**src/rtl/mem_access_stage.sv**
```systemverilog
// LEGv8 MEM stage: EX/MEM pipeline register, handshaked data-memory access with
// timeout, branch resolution and writeback pass-through.
module mem_access_stage #(
  parameter int unsigned TIMEOUT_CYCLES = 16
) (
  input  logic        clk,
  input  logic        reset,
  input  logic [63:0] PCBranch_E,
  input  logic [63:0] aluResult_E,
  input  logic [63:0] writeData_E,
  input  logic        zero_E,
  input  logic        valid_E,
  input  logic        Branch_E,
  input  logic        MemRead_E,
  input  logic        MemWrite_E,
  input  logic        RegWrite_E,
  input  logic        MemtoReg_E,
  input  logic [4:0]  rd_E,
  input  logic        flush_E,
  output logic        dm_req,
  output logic        dm_we,
  output logic [63:0] dm_addr,
  output logic [63:0] dm_wdata,
  input  logic        dm_ack,
  input  logic [63:0] dm_rdata,
  output logic        stall_M,
  output logic        PCSrc_M,
  output logic [63:0] PCBranch_M,
  output logic [63:0] aluResult_M,
  output logic [63:0] readData_M,
  output logic [4:0]  rd_M,
  output logic        RegWrite_M,
  output logic        MemtoReg_M,
  output logic        valid_M,
  output logic        align_err,
  output logic        bus_err
);

  localparam int unsigned CntW = $clog2(TIMEOUT_CYCLES) + 1;

  typedef enum logic [1:0] {StIdle, StWait, StDone} state_e;

  state_e          state_q, state_d;
  logic [CntW-1:0] cnt_q, cnt_d;
  logic [63:0]     pc_branch_q, pc_branch_d;
  logic [63:0]     alu_q, alu_d;
  logic [63:0]     wdata_q, wdata_d;
  logic [63:0]     read_data_q, read_data_d;
  logic [4:0]      rd_q, rd_d;
  logic            zero_q, zero_d;
  logic            valid_q, valid_d;
  logic            branch_q, branch_d;
  logic            mem_read_q, mem_read_d;
  logic            mem_write_q, mem_write_d;
  logic            reg_write_q, reg_write_d;
  logic            mem_to_reg_q, mem_to_reg_d;
  logic            align_err_q, align_err_d;
  logic            bus_err_q, bus_err_d;
  // Suppresses the register write of an instruction whose access timed out.
  logic            wb_kill_q, wb_kill_d;

  logic mem_op, misaligned, is_load, req, timeout;

  always_comb begin
    mem_op     = valid_q & (mem_read_q | mem_write_q);
    misaligned = mem_op & (alu_q[2:0] != 3'b000);
    is_load    = mem_op & ~mem_write_q;
    req        = mem_op & ~misaligned & ((state_q == StIdle) | (state_q == StWait));
    timeout    = (state_q == StWait) & ~dm_ack & (cnt_q == CntW'(TIMEOUT_CYCLES - 1));
  end

  always_comb begin
    state_d      = state_q;
    cnt_d        = cnt_q;
    read_data_d  = read_data_q;
    align_err_d  = align_err_q | misaligned;
    bus_err_d    = bus_err_q;
    wb_kill_d    = wb_kill_q;
    pc_branch_d  = pc_branch_q;
    alu_d        = alu_q;
    wdata_d      = wdata_q;
    rd_d         = rd_q;
    zero_d       = zero_q;
    valid_d      = valid_q;
    branch_d     = branch_q;
    mem_read_d   = mem_read_q;
    mem_write_d  = mem_write_q;
    reg_write_d  = reg_write_q;
    mem_to_reg_d = mem_to_reg_q;

    unique case (state_q)
      StIdle: begin
        if (req) begin
          if (dm_ack) begin
            state_d = StDone;
            if (is_load) read_data_d = dm_rdata;
          end else begin
            state_d = StWait;
            cnt_d   = CntW'(1);
          end
        end
      end
      StWait: begin
        if (dm_ack) begin
          state_d = StDone;
          if (is_load) read_data_d = dm_rdata;
        end else if (timeout) begin
          state_d   = StDone;
          bus_err_d = 1'b1;
          wb_kill_d = 1'b1;
          if (is_load) read_data_d = '0;
        end else begin
          cnt_d = cnt_q + CntW'(1);
        end
      end
      StDone: begin
        state_d = StIdle;
        cnt_d   = '0;
      end
      default: state_d = StIdle;
    endcase

    if (!req) begin
      pc_branch_d  = PCBranch_E;
      alu_d        = aluResult_E;
      wdata_d      = writeData_E;
      rd_d         = rd_E;
      zero_d       = zero_E;
      valid_d      = valid_E & ~flush_E;
      branch_d     = Branch_E & ~flush_E;
      mem_read_d   = MemRead_E & ~flush_E;
      mem_write_d  = MemWrite_E & ~flush_E;
      reg_write_d  = RegWrite_E & ~flush_E;
      mem_to_reg_d = MemtoReg_E & ~flush_E;
      wb_kill_d    = 1'b0;
    end
  end

  always_ff @(posedge clk) begin
    if (!reset) begin
      state_q      <= StIdle;
      cnt_q        <= '0;
      read_data_q  <= '0;
      align_err_q  <= 1'b0;
      bus_err_q    <= 1'b0;
      wb_kill_q    <= 1'b0;
      pc_branch_q  <= '0;
      alu_q        <= '0;
      wdata_q      <= '0;
      rd_q         <= '0;
      zero_q       <= 1'b0;
      valid_q      <= 1'b0;
      branch_q     <= 1'b0;
      mem_read_q   <= 1'b0;
      mem_write_q  <= 1'b0;
      reg_write_q  <= 1'b0;
      mem_to_reg_q <= 1'b0;
    end else begin
      state_q      <= state_d;
      cnt_q        <= cnt_d;
      read_data_q  <= read_data_d;
      align_err_q  <= align_err_d;
      bus_err_q    <= bus_err_d;
      wb_kill_q    <= wb_kill_d;
      pc_branch_q  <= pc_branch_d;
      alu_q        <= alu_d;
      wdata_q      <= wdata_d;
      rd_q         <= rd_d;
      zero_q       <= zero_d;
      valid_q      <= valid_d;
      branch_q     <= branch_d;
      mem_read_q   <= mem_read_d;
      mem_write_q  <= mem_write_d;
      reg_write_q  <= reg_write_d;
      mem_to_reg_q <= mem_to_reg_d;
    end
  end

  assign dm_req      = req;
  assign stall_M     = req;
  assign dm_we       = mem_write_q;
  assign dm_addr     = alu_q;
  assign dm_wdata    = wdata_q;
  assign PCSrc_M     = valid_q & branch_q & zero_q;
  assign PCBranch_M  = pc_branch_q;
  assign aluResult_M = alu_q;
  assign readData_M  = read_data_q;
  assign rd_M        = rd_q;
  assign RegWrite_M  = reg_write_q & ~misaligned & ~wb_kill_q;
  assign MemtoReg_M  = mem_to_reg_q;
  assign valid_M     = valid_q;
  assign align_err   = align_err_q;
  assign bus_err     = bus_err_q;

endmodule

```
**config.mk**
```make
export PLATFORM = sky130hd
export DESIGN_NAME = mem_access_stage
export DESIGN_NICKNAME = d
export VERILOG_FILES = /design/src/rtl/mem_access_stage.sv
export SDC_FILE = /design/constraint.sdc
export NUM_CORES = 1
export LEC_CHECK = 0
export CAP_MARGIN = 20
export CORE_AREA = 3 3 235 237
export DETAILED_ROUTE_END_ITERATION = 10
export DIE_AREA = 0 0 238 240
export GPL_ROUTABILITY_DRIVEN = 1
export SYNTH_ARGS = -nofsm -noshare
export SYNTH_HDL_FRONTEND = slang
export SYNTH_SLANG_ARGS = --single-unit
export TNS_END_PERCENT = 30
```
**constraint.sdc**
```tcl
create_clock -name clk -period 1.9 [get_ports clk]
set_clock_uncertainty 0.1 [all_clocks]
set_input_delay 0.19 -clock clk [delete_from_list [all_inputs] [get_ports clk]]
set_output_delay 0.19 -clock clk [all_outputs]
set_load 0.02 [all_outputs]
```
==> results of run 1 <==
==> layout by cell type, fill, tap and decap left out, types with 4 or more instances in the layout <==
master           Yosys  routed
a21boi_0            13       9
a21boi_1           190     170
a21boi_2             0      23
and3_1               6       5
buf_12               0      26
buf_16               0      13
buf_4               66      44
buf_6               20      14
buf_8                1      10
bufbuf_16            0       4
clkbuf_1            43       8
clkbuf_16            0      39
clkbuf_8             0       9
clkdlybuf4s50_1      0     494
dfxtp_1            278     274
dfxtp_2              0       4
dlygate4sd2_1        0      10
dlymetal6s2s_1       0      97
inv_1                5       4
mux2i_1             64      64
nand2_1            530     497
nand2_2              0      14
nand2_4              0      19
nand3b_1             8       8
nor2_1               7       6
o21ai_0              9       4
o21ai_1              0       4
==> path summary, 6_finish.rpt <==
path	start	endpoint	slack, ns	cells after the start
max	aluResult_M[1]	dm_req	-0.38	6
min	dm_rdata[21]	readData_M[21]	0.07	3
max reg2reg	aluResult_M[1]	dm_wdata[53]	-0.29	12
min reg2reg	PCBranch_M[45]	PCBranch_M[45]	0.35	2
==> critical path: cells and delay by family (launching register included) <==
family	cells	cell delay [ns]
and+or+nand+nor	2	0.73
buffers and inverters	4	0.37
DFF	1	0.31
==> stage by stage <==
step	hold WS [ns]	setup WS [ns]	area (um^2)
after floorplan	0.229	0.0106	11300
after global placement	0.335	-0.174	17900
after detailed placement	0.341	-0.172	17900
after CTS	0.0194	-0.488	19800
after global routing	0.0431	-0.459	20500
final	0.0678	-0.377	20500
==> layout make-up <==
cell class | instances | area [um^2] | share of cell area [%]
Multi-Input combinational cell | 862 | 4970 | 24.2
Clock buffer | 48 | 930 | 4.53
Clock inverter | 5 | 52.6 | 0.256
Timing Repair Buffer | 721 | 8100 | 39.5
Inverter | 6 | 27.5 | 0.134
Tap cell | 696 | 871 | 4.24
Sequential cell | 278 | 5570 | 27.1
==> registers in the layout, indices dropped and copies added (netlist names) <==
register / cells
wb_kill_q: 1
bus_err: 1
rd_M: 5
readData_M: 64
PCBranch_M: 64
valid_M: 1
reg_write_q: 1
zero_q: 1
cnt_q: 5
align_err: 1
aluResult_M: 64
MemtoReg_M: 1
dm_wdata: 64
state_q: 2
branch_q: 1
dm_we: 1
mem_read_q: 1
==> kinds of logic after synthesis <==
family,after synthesis,synth area share (%)
simple gates,568,19.8
flops,278,49.6
compound gates,224,14.8
buf+inv,162,9.36
mux,64,5.71
fa+ha+maj,6,0.669
==> timing repair <==
item / CTS / global route
hold buffers: 1 / 0
endpoints found under the hold margin: 2 / 0
setup buffers: 23 / 9
gates resized for setup: 79 / 214
pin swaps: 5 / 36
cloned: 17 / 8
endpoints found under the setup margin: 334 / 366
==> power breakdown <==
| group | internal [mW] | switching [mW] | total (mW) |
|---|---|---|---|
| sequential | 6.09 | 0.169 | 6.25 |
| combinational | 1.33 | 1.03 | 2.37 |
| clock | 3.45 | 2.40 | 5.85 |
==> routing by layer <==
layer / wire [um] / part of all wire, % / vias up / track usage [%]
met3: 3850 / 8.7 / 85 / 4.71
li1: - / - / 5329 / -
met2: 22000 / 50 / 424 / 25.0
met1: 16800 / 38 / 5066 / 15.4
met4: 1420 / 3.2 / 4 / 4.56
met5: 14 / 0.032 / - / 0
==> flow_summary_export.csv, run 1 <==
group,metric,value,unit
logic_synthesis,synth.cell_area,0.0112,mm^2
worst_setup_path,critPathCaptureType,"primary output",
logic_synthesis,yosysMostFrequentCell,"nand2_1",
die,pin_count,606,
final_layout,diodes,0,
global_routing,grt_pass1_vias,10887,
logic_synthesis,synth_top_area_share,49.6,%
routing,postRouteAntennaNets,0,
die,die_area,0.0571,mm^2
clock_tree,htreeDepth,1,
routing,wl,44200,um
sta,rsz0062_at_grt,"true",
outcome,outcome,"finished, violations left",
worst_setup_path,start_kind,"flip-flop",
global_routing,grt_max_degree,102,
final_layout,final_util,38.4,%
logic_synthesis,synth_flop_cell,"dfxtp_1",
logic_synthesis,synth_top_cells_by_count,"nand2_1, dfxtp_1, a21boi_1",
sta,maxSlewHeadroom,70.9,%
logic_synthesis,synth-async-reset-ratio,0,%
global_routing,grt_overflow_total,0,
final_layout,drive_gt1_share,12.6,%
clock_tree,clockBufferDepth,3,
final_layout,nets,2178,
worst_setup_path,path_cells,"or3_4 > or3_4 > clkinv_4 > buf_8 > buf_16 > buf_8",
clock_tree,clockRootBuffer,"clkbuf_16",
clock_tree,clock-sinks,278,
final_layout,areaGrowthSynthToFinish,83.0,%
sta,drv_slew,0,
clock_tree,clk_latency,0.57,ns
sta,setup_viol,270,
clock_tree,cts_tree,"yes",
power_and_ir_drop,power.leakage,10.2,nW
routing,drt_iter0_markers,333,
worst_setup_path,critical_path_class,"reg -> out",
routing,via_per_inst,4.17,
final_layout,fin_cells,2616,
sta,hold_viol,0,
global_routing,grtUsageTotal,13.9,%
sta,finalCriticalPeriod,2.28,ns
logic_synthesis,synth_nets,1580,
worst_setup_path,crit_arrival,1.99,ns
placed_design,post-dp-hpwl,30100,um
sta,fmax,439,MHz
power_and_ir_drop,power_density,705,mW/mm^2
sta,worst_slack,-0.377,ns
routing,drt-wirelength-per-cell,16.9,um
final_layout,fill_cells,5296,
die,fp.dieH,240,um
routing,drc,0,
clock_tree,cts-buffers-inserted,31,
worst_setup_path,crit_required,1.61,ns
placed_design,place.gp.congestion,0.788,
die,die_w,238,um
logic_synthesis,synth_top_cell_by_area,"dfxtp_1",
clock_tree,clk_pin_slew,0.06,ns
job,cap_violations,0,
die,rows,85,
die,initial_core_util,21.0,%
outcome,violations,"negative setup slack",
die,core-area,0.0535,mm^2
logic_synthesis,synth.distinct_cells,36,
sta,tightest_slew,0.436,ns
logic_synthesis,ys_top_cells_by_area,"dfxtp_1, nand2_1, a21boi_1",
power_and_ir_drop,vdd_drop_max,0.615,mV
hold_path,hold_class,"in -> reg",
sta,fin_crit_sh,120,%
worst_setup_path,path_max_fanout,2,
routing,vias,10908,
logic_synthesis,syn_area_per_cell,8.61,um^2
logic_synthesis,syn_inst,1302,
worst_setup_path,critPathMaxStageDelay,0.38,ns
power_and_ir_drop,p_total,14.5,mW
placed_design,place_inst,2515,
logic_synthesis,yosys_warnings,0,
logic_synthesis,synth_seq_cells,278,
logic_synthesis,synth_edf_count,0,
global_routing,antenna_found_initial,2,
logic_synthesis,ys_seq_area_share,49.6,%
global_routing,grt_pass1_wl,63100,um
placed_design,io_buffers,605,
worst_setup_path,cpMaxStageDelayCell,"or3_4",
sta,fin_setup_tns,-38.87,ns
routing,drt_pass1_iterations,4,
No activity file was read; power rests on OpenSTA's default activity.
==> run 2, diff against run 1 <==
--- a/config.mk
+++ b/config.mk
@@ -6,10 +6,13 @@
 export NUM_CORES = 1
 export LEC_CHECK = 0
 export CAP_MARGIN = 20
-export CORE_AREA = 3 3 235 237
+export CELL_PAD_IN_SITES_DETAIL_PLACEMENT = 1
+export CELL_PAD_IN_SITES_GLOBAL_PLACEMENT = 1
+export CORE_AREA = 3 3 236 238
 export DETAILED_ROUTE_END_ITERATION = 10
-export DIE_AREA = 0 0 238 240
+export DIE_AREA = 0 0 239 241
 export GPL_ROUTABILITY_DRIVEN = 1
+export PLACE_DENSITY_LB_ADDON = 0.1
 export SYNTH_ARGS = -nofsm -noshare
 export SYNTH_HDL_FRONTEND = slang
 export SYNTH_SLANG_ARGS = --single-unit
==> run 2 against run 1 <==
  * The run still ends with negative setup slack left
  * Sequential cell count did not move
  * Via count barely moved
  * Maximum frequency rose by 7.6%
  * Critical endpoint is now stall_M
  * Highest routed layer unchanged
==> flow_summary_export.csv, run 2 (same netlist as run 1, synthesis figures left out) <==
group,metric,value,unit
clock_tree,hold_buffers,0,
clock_tree,clk_pin_slew,0.06,ns
final_layout,fin_cells,2594,
global_routing,antenna_found_initial,10,
clock_tree,clock-sinks,278,
hold_path,hold_class,"in -> reg",
power_and_ir_drop,power_density,769,mW/mm^2
placed_design,place_ws,-0.149,ns
sta,whs,0.111,ns
clock_tree,cts-buffers-inserted,37,
global_routing,grt_max_degree,124,
worst_setup_path,crit_required,1.61,ns
routing,drt-wirelength-per-cell,20.1,um
worst_setup_path,crit_arrival,1.83,ns
die,die_w,239,um
global_routing,grtUsageTotal,17.2,%
outcome,outcome,"finished, violations left",
final_layout,drive_gt1_share,8.83,%
die,pin_count,606,
global_routing,grt_overflow_total,0,
placed_design,place_inst,2498,
routing,wl,52300,um
power_and_ir_drop,vdd_drop_max,0.581,mV
sta,worst_slack,-0.216,ns
placed_design,place.gp.congestion,0.727,
sta,finalCriticalPeriod,2.12,ns
placed_design,io_buffers,605,
power_and_ir_drop,p_total,15.1,mW
routing,drt_pass1_iterations,4,
routing,drc,0,
final_layout,nets,2147,
sta,fin_setup_tns,-24.99,ns
worst_setup_path,cpMaxStageDelayCell,"or3_4",
worst_setup_path,path_max_fanout,4,
worst_setup_path,cp_top_family,"simple AND/OR/NAND/NOR gates",
clock_tree,clockRootBuffer,"clkbuf_16",
clock_tree,clk_latency,0.53,ns
sta,fin_crit_sh,111,%
worst_setup_path,r2r-start,"aluResult_M[0]",
die,core-area,0.0538,mm^2
sta,hold_viol,0,
routing,drt_iter0_markers,295,
routing,postRouteAntennaNets,0,
hold_path,min-delay-start,"writeData_E[41]",
sta,drv_slew,0,
global_routing,grt_pass1_vias,11363,
worst_setup_path,setup.worst_path.start,"aluResult_M[0]",
final_layout,fill_cells,6107,
routing,via_per_inst,4.21,
final_layout,final_common_cell,"clkdlybuf4s50_1",
die,initial_core_util,20.8,%
sta,rsz0062_at_grt,"true",
worst_setup_path,critical_path_class,"reg -> out",
die,rows,85,
worst_setup_path,path_buf_inv,2,
outcome,violations,"negative setup slack",
worst_setup_path,critPathMaxStageDelay,0.39,ns
global_routing,grt_pass1_wl,74600,um
clock_tree,htreeDepth,2,
worst_setup_path,start_kind,"flip-flop",
worst_setup_path,critPathCaptureType,"primary output",
clock_tree,cts_tree,"yes",
sta,maxSlewHeadroom,63.9,%
worst_setup_path,path_cells,"or3_4 > or3_4 > inv_6 > buf_4",
job,cap_violations,0,
die,fp.dieH,241,um
power_and_ir_drop,power.leakage,8.53,nW
routing,vias,10915,
worst_setup_path,path_common_cell,"or3_4",
die,die_area,0.0576,mm^2
clock_tree,clockBufferDepth,3,
sta,tightest_slew,0.541,ns
final_layout,areaGrowthSynthToFinish,75.2,%
placed_design,post-dp-hpwl,37100,um
sta,setup_viol,267,
sta,fmax,472,MHz
final_layout,mostFrequentLayoutCells,"clkdlybuf4s50_1, nand2_1, dfxtp_1",
## run 2: what timing repair did
action                     4_1_cts  5_1_grt
setup endpoints to repair      312      280
pin swaps                        9        7
resized for setup              103       32
gates cloned                    16        1
setup buffers                   11        5
## run 2: worst register-to-register path: stages (launching register included)
cell and delay (ns):
dfxtp_2 0.31, or3_4 0.39, or3_4 0.38, inv_6 0.09, buf_4 0.14, buf_12 0.15, buf_4 0.14, buf_16 0.13
nand2_1 0.07, a21boi_1 0.14
## run 2: area by class of cell
| cell class | instances | area [um^2] | share of cell area (%) |
|---|---|---|---|
| inverters | 6 | 27.5 | 0.140 |
| clock buffers | 55 | 1060 | 5.41 |
| clock inverters | 7 | 40.0 | 0.204 |
| well taps | 696 | 871 | 4.43 |
| diodes | 6 | 15.0 | 0.0764 |
| flip-flops and latches | 278 | 5570 | 28.4 |
| repair buffers | 684 | 7300 | 37.1 |
| multi-input cells | 862 | 4760 | 24.2 |
## run 2: through the flow
step	instance area, um^2	util [%]
after floorplan	11300	-
after global placement	17800	33.1
after detailed placement	17800	33.1
after CTS	19600	36.4
after global routing	19600	36.5
final	19700	36.5
## run 2: routing by layer
| layer | track usage, % | share of wire [%] |
|---|---|---|
| met4 | 4.86 | 2.0 |
| met3 | 6.92 | 9.3 |
| met1 | 18.2 | 37 |
| met5 | 0 | 0.13 |
| met2 | 31.7 | 52 |
## run 2: path summary, 6_finish.rpt
kind	endpoint	slack, ns	cells past startpoint
max reg2reg	PCBranch_M[24]	-0.21	9
max	stall_M	-0.22	4
min reg2reg	PCBranch_M[55]	0.35	2
min	dm_wdata[41]	0.11	3
## run 2: power breakdown
part,leakage [nW],switching [mW],internal [mW]
clock network,0.539,2.68,3.85
logic,5.69,1.05,1.28
registers,2.30,0.157,6.09
